$ cat config.mk
export PLATFORM = sky130hd
export DESIGN_NAME = number_spawner
export DESIGN_NICKNAME = d
export VERILOG_FILES = /design/src/rtl/number_spawner_pkg.sv /design/src/rtl/number_spawner_lfsr.sv /design/src/rtl/number_spawner.sv
export SDC_FILE = /design/constraint.sdc
export NUM_CORES = 1
export LEC_CHECK = 0
export CORE_ASPECT_RATIO = 0.75
export CORE_MARGIN = 2
export CORE_UTILIZATION = 49
export CTS_CLUSTER_DIAMETER = 50
export CTS_CLUSTER_SIZE = 40
export DETAILED_ROUTE_END_ITERATION = 10
export PLACE_DENSITY_LB_ADDON = 0.3
export SETUP_SLACK_MARGIN = 0.3
export SLEW_MARGIN = 30
export SYNTH_ARGS = -nofsm -noshare
export SYNTH_HDL_FRONTEND = slang
export SYNTH_HIERARCHICAL = 1
export SYNTH_SLANG_ARGS = --single-unit
$ cat constraint.sdc
create_clock -name clk -period 4.9 [get_ports clk]
set_input_delay 0.735 -clock clk [delete_from_list [all_inputs] [get_ports clk]]
set_output_delay 0.735 -clock clk [all_outputs]
set_load 0.02 [all_outputs]
$ cat src/rtl/number_spawner_pkg.sv
// Shared types and helpers for the falling-number spawner: FSM states, LFSR step, digit folding.
package number_spawner_pkg;

  typedef enum logic [2:0] {
    IDLE       = 3'd0,
    WAIT_SPAWN = 3'd1,
    LOAD       = 3'd2,
    LAUNCH     = 3'd3,
    ACTIVE     = 3'd4,
    RETIRE     = 3'd5
  } state_t;

  localparam int          FIXED_POINT_MULTIPLIER = 64;
  localparam logic [15:0] LFSR_MASK              = 16'hB400;
  localparam int          CNT_W                  = 16;

  // Galois form: the bit shifted out feeds back through the mask.
  function automatic logic [15:0] lfsr_next(input logic [15:0] q);
    logic [15:0] shifted;
    shifted = {1'b0, q[15:1]};
    return q[0] ? (shifted ^ LFSR_MASK) : shifted;
  endfunction

  function automatic logic [3:0] digit_of(input logic [3:0] v);
    return (v >= 4'd10) ? (v - 4'd10) : v;
  endfunction

endpackage

$ cat src/rtl/number_spawner_lfsr.sv
// 16-bit Galois LFSR; free-running whenever reset is released.
module lfsr16
  import number_spawner_pkg::*;
(
  input  logic        clk,
  input  logic        resetN,
  input  logic [15:0] seed,
  output logic [15:0] q
);

  // An all-zero seed would lock the register, so it is replaced by 1.
  always_ff @(posedge clk) begin
    if (!resetN) begin
      q <= (seed == 16'h0000) ? 16'h0001 : seed;
    end else begin
      q <= lfsr_next(q);
    end
  end

endmodule

$ cat src/rtl/number_spawner.sv
// Spawn controller for one falling-number mover: random launch parameters, re-init pulse,
// lifetime tracking and a saturating collection counter.
module number_spawner
  import number_spawner_pkg::*;
#(
  parameter int          SPAWN_PERIOD_FRAMES = 90,
  parameter int          LIFETIME_FRAMES     = 150,
  parameter int          X_MIN               = 32,
  parameter int          X_MAX               = 600,
  parameter int          START_Y             = 0,
  parameter int          SPEED_MIN           = 16,
  parameter int          SPEED_MAX           = 64,
  parameter logic [15:0] LFSR_SEED           = 16'hACE1
) (
  input  logic               clk,
  input  logic               resetN,
  input  logic               startOfFrame,
  input  logic               enable,
  input  logic               collected,
  output logic signed [31:0] X_SPEED,
  output logic        [31:0] INITIAL_X,
  output logic        [31:0] INITIAL_Y,
  output logic               moverResetN,
  output logic               active,
  output logic        [3:0]  digit,
  output logic        [7:0]  hitCount
);

  localparam logic [9:0]       SPAN        = 10'(X_MAX - X_MIN);
  localparam logic [10:0]      SPAN_P1     = 11'(X_MAX - X_MIN + 1);
  localparam logic [CNT_W-1:0] PERIOD_LAST = CNT_W'(SPAWN_PERIOD_FRAMES - 1);
  localparam logic [CNT_W-1:0] LIFE_LAST   = CNT_W'(LIFETIME_FRAMES - 1);

  state_t state, state_next;
  logic [15:0]      lfsr_q;
  logic [CNT_W-1:0] frame_cnt, frame_next;
  logic [CNT_W-1:0] life_cnt, life_next;
  logic [9:0]       cand, cand_next;
  logic [10:0]      cand_sub;
  logic             snap_sign, snap_sign_next;
  logic [3:0]       snap_speed, snap_speed_next;
  logic [3:0]       snap_digit, snap_digit_next;
  logic [31:0]      mag_sum, mag;
  logic [31:0]      xs_next, ix_next;
  logic [3:0]       dig_next;
  logic [7:0]       hit_next;

  lfsr16 u_lfsr (
    .clk    (clk),
    .resetN (resetN),
    .seed   (LFSR_SEED),
    .q      (lfsr_q)
  );

  assign cand_sub = {1'b0, cand} - SPAN_P1;
  assign mag_sum  = 32'(SPEED_MIN) + {28'd0, snap_speed};
  assign mag      = (mag_sum > 32'(SPEED_MAX)) ? 32'(SPEED_MAX) : mag_sum;

  // Next-state and next-value logic for the FSM, counters and launch outputs.
  always_comb begin
    state_next      = state;
    frame_next      = frame_cnt;
    life_next       = life_cnt;
    cand_next       = cand;
    snap_sign_next  = snap_sign;
    snap_speed_next = snap_speed;
    snap_digit_next = snap_digit;
    xs_next         = X_SPEED;
    ix_next         = INITIAL_X;
    dig_next        = digit;
    hit_next        = hitCount;
    case (state)
      IDLE: begin
        if (enable) begin
          state_next = WAIT_SPAWN;
          frame_next = '0;
        end else begin
          state_next = IDLE;
        end
      end
      WAIT_SPAWN: begin
        if (!enable) begin
          state_next = IDLE;
        end else if (startOfFrame) begin
          if (frame_cnt == PERIOD_LAST) begin
            state_next      = LOAD;
            frame_next      = '0;
            cand_next       = lfsr_q[9:0];
            snap_sign_next  = lfsr_q[15];
            snap_speed_next = lfsr_q[13:10];
            snap_digit_next = lfsr_q[3:0];
          end else begin
            frame_next = frame_cnt + CNT_W'(1);
          end
        end else begin
          state_next = WAIT_SPAWN;
        end
      end
      // Repeated subtraction folds the 10-bit candidate into 0..span without a divider.
      LOAD: begin
        if (cand > SPAN) begin
          cand_next = cand_sub[9:0];
        end else begin
          state_next = LAUNCH;
          ix_next    = 32'(X_MIN) + {22'd0, cand};
          xs_next    = snap_sign ? (32'd0 - mag) : mag;
          dig_next   = digit_of(snap_digit);
        end
      end
      LAUNCH: begin
        state_next = ACTIVE;
        life_next  = '0;
      end
      ACTIVE: begin
        if (collected) begin
          state_next = RETIRE;
          hit_next   = (hitCount == 8'hFF) ? hitCount : (hitCount + 8'd1);
        end else if (startOfFrame) begin
          if (life_cnt == LIFE_LAST) begin
            state_next = RETIRE;
          end else begin
            life_next = life_cnt + CNT_W'(1);
          end
        end else begin
          state_next = ACTIVE;
        end
      end
      RETIRE: begin
        if (enable) begin
          state_next = WAIT_SPAWN;
          frame_next = '0;
        end else begin
          state_next = IDLE;
        end
      end
      default: begin
        state_next = IDLE;
      end
    endcase
  end

  // State, datapath and output registers; outputs follow the state being entered.
  always_ff @(posedge clk) begin
    if (!resetN) begin
      state       <= IDLE;
      frame_cnt   <= '0;
      life_cnt    <= '0;
      cand        <= 10'd0;
      snap_sign   <= 1'b0;
      snap_speed  <= 4'd0;
      snap_digit  <= 4'd0;
      X_SPEED     <= 32'sd0;
      INITIAL_X   <= 32'(X_MIN);
      INITIAL_Y   <= 32'(START_Y);
      moverResetN <= 1'b0;
      active      <= 1'b0;
      digit       <= 4'd0;
      hitCount    <= 8'd0;
    end else begin
      state       <= state_next;
      frame_cnt   <= frame_next;
      life_cnt    <= life_next;
      cand        <= cand_next;
      snap_sign   <= snap_sign_next;
      snap_speed  <= snap_speed_next;
      snap_digit  <= snap_digit_next;
      X_SPEED     <= xs_next;
      INITIAL_X   <= ix_next;
      INITIAL_Y   <= 32'(START_Y);
      moverResetN <= (state_next != LAUNCH);
      active      <= (state_next == ACTIVE);
      digit       <= dig_next;
      hitCount    <= hit_next;
    end
  end

endmodule

==> key figures, run 1 <==
Final layout
  – Finished Layout Cells: 819
  – Final net count: 695
  – Fraction of layout cells with a size suffix above 1: 0.0556
  – Area occupied by registers: 2020 µm²
  – Fill count: 930
  – Multi-input logic area: 2870 µm²
  – Diodes inserted: 0
  – Area growth syn-to-layout: 13.0%

Clock tree
  – Worst-path clk slew: 0.07 ns
  – CTS Buf Count: 9
  – Clock buffer depth: 2
  – Clk Latency, worst-skew pair: 0.35 ns
  – PostCTS Resize Cnt: 0
  – H-tree depth: 3
  – Number of clock sinks: 101
  – # hold bufs at CTS: 0
  – CTS tree: built
  – Root buffer cell: clkbuf_16
  – Total setup buffers inserted after CTS: 0

Placed design
  – Worst slack at placement: 1.91 ns
  – Detail Placement HPWL: 7.94 mm
  – Port-buffer cells: 61
  – GPL Wtd Cong: 0.833
  – Cells after DPL: 804

STA
  – Fin. Hold Viols: 0
  – RSZ-0062 raised after global routing: false
  – Worst Tran Pin Value: 0.798 ns
  – Fin crit share: 0.600
  – Crit path time final: 2.94 ns
  – Final TNS setup: 0 ns
  – Worst setup margin: 1.96 ns
  – Worst rel slew slack: 0.467
  – Clk_skew: 0.0102 ns
  – # setup viols final: 0
  – Max Fclk: 340 MHz
  – Max Slew Vio Count: 0

Synth
  – Synthesized area: 5340 µm²
  – Ys flop type: dfxtp_1
  – Yosys cell types: 56
  – Seq cells post-synth: 101
  – Syn Area/Cell: 8.52 µm²
  – Post-synthesis sequential area ratio: 0.379
  – FFs w/ async S/R, synth: 0
  – Post-synth EDFFs: 0
  – Post-Synthesis Cells: 626
  – Synth warn: 6

Routing
  – Via density: 5.20
  – Iter 0 DRT Violations: 451
  – DRT antenna net count: 0
  – WL/cell: 13.5 µm
  – DRT Pass-1 Iters: 5
  – # DRC: 0
  – Vias: 4,262
  – Post-Route WL: 11.0 mm

Setup path
  – CP Launch Type: flip-flop
  – Worst EP required: 5.16 ns
  – Slowest stage delay, CP: 0.68 ns
  – CP Class: reg -> reg
  – Worst Setup End Kind: flip-flop
  – Slowest CP cell: nand4_2
  – Worst EP arrival: 3.20 ns
  – Worst Path Max Fanout: 24
  – Crit-path cells: or4_4 -> nor4_4 -> nand4_2 -> and2_1 -> o32ai_2

Floorplan
  – Starting Density: 0.511
  – Chip width: 124 µm
  – I/O pin count: 115
  – Chip height: 94.4 µm
  – Die area: 11,700 µm²
  – Core region area: 10,500 µm²
  – Row count: 32

Job
  – Max Cap Violations: 0

GRT
  – Initial antenna violation count: 0
  – Vias in the first global route: 3,827
  – First-pass GRT wire length: 18.3 mm
  – GRT Overall Usage: 0.188
  – Largest net degree at the start of global routing: 37
  – Total grt overflow: 0

Power
  – PnR Total Power: 1.64 mW
  – Peak supply drop: 0.158 mV
  – Pwr per Cell Area: 271 nW/µm²
  – LEAKAGE: 2.27 nW

Status
  – Status: completed

Hold path
  – Hold Crit Class: reg -> reg
registers in the layout (all words and copies together) (netlist names), 3 cells and up:
signal	count
X_SPEED	6
snap_digit	4
hitCount	8
life_cnt	16
INITIAL_X	11
frame_cnt	16
state	3
digit	4
snap_speed	4
cand	10
u_lfsr/q	16
cell usage in the layout, fill, tap and decap left out, types with 9 or more instances in the layout:
cell type / n
dfxtp_1: 101
conb_1: 85
nor2_1: 64
nand2_1: 62
clkdlybuf4s50_1: 61
a21oi_1: 48
nand3_1: 25
xnor2_1: 19
or3_1: 16
inv_1: 15
nor3_1: 12
o21ai_0: 12
ha_1: 11
xor2_1: 10
mux2i_1: 9
clkbuf_16: 9
critical path, delay by kind of cell (launching register included):
kind,cells,cell delay [ns]
flops,1,0.35
simple gates,4,2.20
compound gates,1,0.31
routing by layer:
| metal | vias up | global-route usage | wire length (µm) | part of all wire |
|---|---|---|---|---|
| li1 | 2132 | - | - | - |
| met3 | 16 | 0.0459 | 464 | 0.042 |
| met2 | 99 | 0.296 | 5250 | 0.48 |
| met5 | - | 0 | 0 | 0 |
| met1 | 2015 | 0.255 | 5200 | 0.47 |
| met4 | 0 | 0.0637 | 120 | 0.011 |
power by group:
group          internal (mW)  total (mW)  switching [mW]  leakage (nW)
sequential             0.838       0.853          0.0146         0.820
combinational         0.0272       0.103          0.0755          1.32
clock                  0.382       0.680           0.298         0.137
total                   1.25        1.64           0.388          2.27
per-stage QoR:
step | hold WS (ns) | area [µm²] | util
2_1_floorplan | 0.432 | 5650 | -
3_3_place_gp | 0.449 | 5740 | 0.549
3_5_place_dp | 0.449 | 5740 | 0.550
4_1_cts | 0.463 | 6030 | 0.577
5_1_grt | 0.475 | 6030 | 0.577
6_report | 0.464 | 6030 | 0.577
worst paths after layout:
check	cells past startpoint	slack, ns	startpoint	end
hold reg to reg	2	0.46	snap_digit[0]$_SDFFE_PN0P_	digit[0]$_SDFFE_PN0P_
setup / recovery	5	1.96	frame_cnt[9]$_SDFFE_PN0P_	cand[5]$_SDFFE_PN0P_
setup reg to reg	5	1.96	frame_cnt[9]$_SDFFE_PN0P_	cand[5]$_SDFFE_PN0P_
hold / removal	2	0.46	snap_digit[0]$_SDFFE_PN0P_	digit[0]$_SDFFE_PN0P_
cell type report:
type | instances | area share
flip-flops and latches | 101 | 0.335
inverters | 15 | 0.00934
repair buffers | 63 | 0.104
multi-input cells | 489 | 0.476
well taps | 136 | 0.0282
clock buffers | 12 | 0.0442
clock inverters | 3 | 0.00332
Yosys cell counts, types with 7 or more instances:
master      n  share of area
mux2_1      7          0.015
nand4_1     7         0.0082
a21oi_1    48          0.045
or3_1      16          0.019
xnor2_1    19          0.031
nand3_1    25          0.023
nor2_1     65          0.046
mux2i_1     9          0.017
clkbuf_1   17          0.012
nand2_1    62          0.044
buf_4      81           0.11
ha_1       11          0.026
dfxtp_1   101           0.38
nor3_1     12          0.011
a211oi_1    7         0.0098
xor2_1     10          0.016
o21ai_0    12          0.011
inv_1      15          0.011
cell families after synthesis:
logic type,after synthesis,synth area share
buffers and inverters,119,0.143
xor gates and xnor gates,29,0.0476
muxes,21,0.0422
adders and majority gates,11,0.0258
DFF,101,0.379
other,2,0.00141
AOI/OAI and AO/OA,105,0.131
and+or+nand+nor,238,0.230
Power figures use the tool's default switching activity.
==> inputs of run 2 (changes only) <==
- CORE_UTILIZATION: 49 -> 46
- clock period: 4.9 -> 2.5 ns (I/O delays scaled with it)
==> run 2 against run 1 <==
- first-iteration DRC count is 12% lower
- sequential share of layout area is 1.1 points lower
- worst setup slack lost 1.6 ns
- maximum frequency rose by 39%
- sequential cell count did not move
- register-to-register slack lost 1.6 ns
- total power is 110% higher
- cell area grew 3.4%
- critical path type unchanged
- largest cell class unchanged
==> key figures, run 2 (synthesis gave the netlist of run 1 again) <==
Status
  – Status: completed

Final layout
  – Commonest non-fill, non-tap cells in the layout: 99 x dfxtp_1, 85 x conb_1, 64 x nor2_1, 61 x nand2_1, 61 x clkdlybuf4s50_1
  – Area growth syn-to-layout: 16.8%
  – Final net count: 715
  – Fill count: 1,055
  – Largest registers: frame_cnt (16), life_cnt (16), u_lfsr/q (16)
  – Diodes inserted: 0
  – Final Util: 0.545
  – Commonest non-fill, non-tap cell in the layout: dfxtp_1
  – Fraction of layout cells with a size suffix above 1: 0.0923
  – Design area: 6230 µm²
  – Finished Layout Cells: 848

Clock tree
  – Worst-path clk slew: 0.07 ns
  – Clk Latency, worst-skew pair: 0.35 ns
  – Number of clock sinks: 101
  – H-tree depth: 3
  – CTS tree: built
  – Root buffer cell: clkbuf_16
  – CTS Buf Count: 9
  – Clock buffer depth: 2

Setup path
  – FF-to-FF End: cand[5]$_SDFFE_PN0P_
  – Worst EP arrival: 2.35 ns
  – CP Class: reg -> reg
  – Worst EP required: 2.73 ns
  – Flop2flop setup slack: 0.38 ns
  – Worst Path Max Fanout: 15
  – CP startpoint: frame_cnt[9]$_SDFFE_PN0P_
  – R2R depth: 6
  – Crit Reg-Reg Startpoint: frame_cnt[9]$_SDFFE_PN0P_
  – Worst Setup End Kind: flip-flop
  – CP Launch Type: flip-flop

Power
  – Peak supply drop: 0.349 mV
  – Pwr per Cell Area: 539 nW/µm²
  – LEAKAGE: 2.38 nW

Routing
  – DRT Pass-1 Iters: 4
  – Via density: 5.12
  – DRT antenna net count: 0
  – Routed wire length on met3: 498 µm
  – Iter 0 DRT Violations: 396
  – Post-Route WL: 11.5 mm
  – WL met2: 5.52 mm
  – # DRC: 0
  – WL/cell: 13.5 µm
  – M1 WL: 5.26 mm
  – Highest routed layer: met4
  – Vias: 4,341

Placed design
  – Cells after DPL: 830
  – GPL Wtd Cong: 0.891
  – Dpl cell area: 5880 µm²
  – Detail Placement HPWL: 8.24 mm
  – Port-buffer cells: 61

STA
  – Worst Tran Pin Value: 0.520 ns
  – Max Slew Vio Count: 0
  – Max Fclk: 473 MHz
  – Worst rel slew slack: 0.653
  – Crit path time final: 2.12 ns
  – Fin. Hold Viols: 0
  – Fin crit share: 0.846
  – # setup viols final: 0
  – Final TNS setup: 0 ns
  – Clk_skew: 0.00691 ns
  – RSZ-0062 raised after global routing: false

Hold path
  – Worst Hold Path Cells: 2
  – Hold Path End: digit[0]$_SDFFE_PN0P_
  – Hold Crit Class: reg -> reg
  – Worst Hold Launch: snap_digit[0]$_SDFFE_PN0P_

GRT
  – Initial antenna violation count: 0
  – Vias in the first global route: 4,063
  – Largest net degree at the start of global routing: 29
  – GRT Overall Usage: 0.186
  – First-pass GRT wire length: 19.2 mm
  – Total grt overflow: 0

Floorplan
  – Die area: 12,500 µm²
  – Starting Density: 0.466
  – Row count: 34
  – I/O pin count: 115
  – Chip height: 97.3 µm
  – Core region area: 11,400 µm²
  – Chip width: 128 µm

Job
  – Max Cap Violations: 0
==> run 2: cell count changes in the layout (fill, tap and decap cells not counted), moves of 2 or more <==
cell      before  now
clkbuf_8       3    0
dfxtp_1      101   99
inv_6          0    4
dfxtp_2        0    2
buf_4          2   21
==> run 2: final cells by class <==
type,count,area (µm²),share of cell area
clock buffer,9,225,0.0361
sequential,101,2020,0.325
multi-input combinational,489,2880,0.463
inverter,15,56.3,0.00903
timing repair buffer,83,779,0.125
clock inverter,7,83.8,0.0135
tap,144,180,0.0289
==> run 2: layer usage <==
layer	global-route usage	vias up
met1	0.248	2075
met3	0.0474	18
met5	0	-
met4	0.0575	0
li1	-	2163
met2	0.297	85
==> run 2: stage by stage <==
step	power [mW]	setup slack [ns]	hold slack, ns
3_3_place_gp	1.91	0.264	0.448
2_1_floorplan	1.93	0.424	0.432
3_5_place_dp	1.92	0.196	0.446
5_1_grt	3.48	0.303	0.481
4_1_cts	3.38	0.342	0.452
6_report	3.36	0.385	0.452
==> run 2: report_power, final <==
part / switching [mW] / total (mW) / internal [mW]
combinational: 0.151 / 0.212 / 0.0611
sequential: 0.0270 / 1.67 / 1.64
clock: 0.679 / 1.48 / 0.799
total: 0.858 / 3.36 / 2.50
==> run 2: worst max-delay path by stage <==
| stage | cells after the start | to | slack (ns) |
|---|---|---|---|
| 5_1_grt | 6 | cand[9]$_SDFFE_PN0P_ | 0.30 |
| 6_report | 6 | cand[5]$_SDFFE_PN0P_ | 0.38 |
| 3_5_place_dp | 6 | life_cnt[15]$_SDFFE_PN0P_ | 0.20 |
| 4_1_cts | 8 | cand[1]$_SDFFE_PN0P_ | 0.34 |
| 2_1_floorplan | 6 | cand[3]$_SDFFE_PN0P_ | 0.42 |
| 3_3_place_gp | 6 | life_cnt[15]$_SDFFE_PN0P_ | 0.26 |
==> run 2: critical path, stage by stage (launching register included) <==
cell and delay [ns]:
dfxtp_1 0.36, or4_4 0.58, nor4_4 0.29, nand4_2 0.21
buf_6 0.23, a21oi_1 0.21, o32ai_2 0.11
==> run 2: repair_timing <==
| item | 4_1_cts | 5_1_grt |
|---|---|---|
| resized for setup | 1 | 8 |
| setup endpoints to repair | 30 | 11 |
| setup buffers | 0 | 2 |
| hold buffers | 0 | 0 |
| pin swaps | 1 | 3 |
| gates cloned | 0 | 0 |
==> inputs of run 3 (changes only) <==
- clock period: 2.5 -> 1.82 ns (I/O delays scaled with it)
==> run 3 against run 2 <==
- the flow now finishes with violations (negative setup slack)
- global-route usage increased by 3.5 points
- wire length increased by 30%
- critical path depth increased by 1
- sequential power increased by 37%
- non-clock buffer count increased by 83
- total power increased by 34%
- die area unchanged
- cell area increased by 24%
- combinational power increased by 75%
- clock power increased by 24%
- clock-buffer cell count increased by 2
- critical path type unchanged
- largest cell class unchanged
==> key figures, run 3 (synthesis gave the netlist of run 1 again) <==
Setup path
  – Worst EP arrival: 2.29 ns
  – CP Launch Type: flip-flop
  – CP Class: reg -> reg
  – Worst Path Max Fanout: 7
  – R2R depth: 7
  – Worst Setup End Kind: flip-flop
  – Worst EP required: 2.05 ns

Power
  – Power Internal: 3.34 mW
  – Peak supply drop: 0.468 mV
  – LEAKAGE: 3.15 nW
  – Sw Ratio: 0.256
  – NetSw: 1.15 mW
  – Clk network pwr share: 0.408
  – Gate power share: 0.083
  – Pwr per Cell Area: 583 nW/µm²
  – Sequential share of power: 0.509

Floorplan
  – Chip height: 97.3 µm
  – Row count: 34
  – I/O pin count: 115
  – Core region area: 11,400 µm²
  – Starting Density: 0.466
  – Die area: 12,500 µm²
  – Chip width: 128 µm

GRT
  – Initial antenna violation count: 0
  – Largest net degree at the start of global routing: 28
  – Total grt overflow: 0
  – GRT Overall Usage: 0.221
  – First-pass GRT wire length: 22.2 mm
  – Vias in the first global route: 4,589

Clock tree
  – H-tree depth: 3
  – Root buffer cell: clkbuf_16
  – CTS Buf Count: 9
  – Worst-path clk slew: 0.07 ns
  – Clock buffer depth: 2
  – Number of clock sinks: 101
  – Clk Latency, worst-skew pair: 0.35 ns
  – # hold bufs at CTS: 0
  – CTS tree: built

Final layout
  – Largest registers: frame_cnt (16), life_cnt (16), u_lfsr/q (16)
  – Final net count: 798
  – Area growth syn-to-layout: 44.3%
  – Fill count: 825
  – Diodes inserted: 0
  – Commonest non-fill, non-tap cell in the layout: conb_1
  – Fraction of layout cells with a size suffix above 1: 0.381
  – Commonest non-fill, non-tap cells in the layout: 85 x conb_1, 83 x dfxtp_1, 72 x buf_4, 49 x nor2_1, 39 x nand2_1
  – Final Util: 0.673

STA
  – Worst Tran Pin Value: 0.527 ns
  – Max Fclk: 486 MHz
  – # setup viols final: 48
  – Max Slew Vio Count: 0
  – Clk_skew: 0.0119 ns
  – Worst rel slew slack: 0.647
  – Fin. Hold Viols: 0
  – Crit path time final: 2.06 ns
  – Worst setup margin: -0.236 ns
  – RSZ-0062 raised after global routing: true
  – Fin crit share: 1.13

Routing
  – Iter 0 DRT Violations: 331
  – Via density: 5.19
  – DRT Pass-1 Iters: 4
  – # DRC: 0
  – WL/cell: 16.0 µm
  – Post-Route WL: 14.9 mm
  – DRT antenna net count: 0
  – Vias: 4,831

Placed design
  – Worst slack at placement: -0.358 ns
  – Detail Placement HPWL: 8.98 mm
  – Port-buffer cells: 61
  – GPL Wtd Cong: 0.829

Hold path
  – Hold Crit Class: reg -> reg
  – Worst Hold Path Cells: 2

Status
  – Violated checks: negative setup slack
  – Status: finished with violations

Job
  – Max Cap Violations: 0
==> run 3: cell count changes in the layout (fill, tap and decap cells not counted), sizes merged <==
cell	delta
dlygate4sd2	+31
clkinv	+2
bufinv	-1
clkinvlp	+1
clkbuf	+2
clkdlybuf4s50	-58
buf	+83
clkdlybuf4s15	+27
inv	-4
==> run 3: area by class of cell <==
cell class                 instances  area [µm²]  share of cell area
multi-input combinational        489        3520               0.457
clock inverter                     5        33.8             0.00439
inverter                          15        56.3             0.00731
tap                              144         180              0.0234
clock buffer                      11         243              0.0315
sequential                       101        2060               0.268
timing repair buffer             166        1610               0.209
==> run 3: final timing paths <==
| path | from | endpoint | slack (ns) |
|---|---|---|---|
| max | frame_cnt[2]$_SDFFE_PN0P_ | cand[3]$_SDFFE_PN0P_ | -0.24 |
| min | INITIAL_X[3]$_SDFFE_PN0P_ | INITIAL_X[3]$_SDFFE_PN0P_ | 0.46 |
| max reg2reg | frame_cnt[2]$_SDFFE_PN0P_ | cand[3]$_SDFFE_PN0P_ | -0.24 |
| min reg2reg | INITIAL_X[3]$_SDFFE_PN0P_ | INITIAL_X[3]$_SDFFE_PN0P_ | 0.46 |
==> run 3: power by group through the flow <==
| stage | sequential (mW) | clock [mW] | combinational [mW] |
|---|---|---|---|
| after floorplan | 2.33 | 0 | 0.324 |
| after global placement | 2.34 | 0 | 0.311 |
| after detailed placement | 2.34 | 0 | 0.319 |
| after CTS | 2.29 | 1.86 | 0.345 |
| after global routing | 2.29 | 1.95 | 0.402 |
| final | 2.28 | 1.83 | 0.372 |
==> run 3: what timing repair did <==
action | in CTS | in global routing
endpoints found under the setup margin | 139 | 110
cloned | 5 | 0
setup buffers | 19 | 12
resized for setup | 218 | 75
pin swaps | 67 | 34
==> run 3: critical path, cell delays in order (launching register included) <==
cell	delay [ns]
dfxtp_2	0.34
or4_4	0.56
nor4_4	0.30
nand4_2	0.17
buf_6	0.19
buf_6	0.13
a22oi_2	0.16
o32ai_2	0.09
==> run 3: per-stage QoR <==
step	std cells	hold slack (ns)	power (mW)	area, µm²	TNS (ns)
finish	931	0.457	4.49	7700	-6.79
global route	931	0.490	4.64	7700	-10.12
CTS	919	0.463	4.49	7310	-3.29
detailed placement	879	0.445	2.66	6410	-9.66
global placement	879	0.447	2.65	6410	-7.18
floorplan	709	0.432	2.66	5830	-0.513
==> run 3: routing by layer <==
metal / up-vias / wire, µm / global-route usage
met2: 125 / 7470 / 0.366
met4: 0 / 243 / 0.0626
met5: - / 0 / 0
li1: 2343 / - / -
met3: 26 / 647 / 0.0540
met1: 2337 / 6580 / 0.286
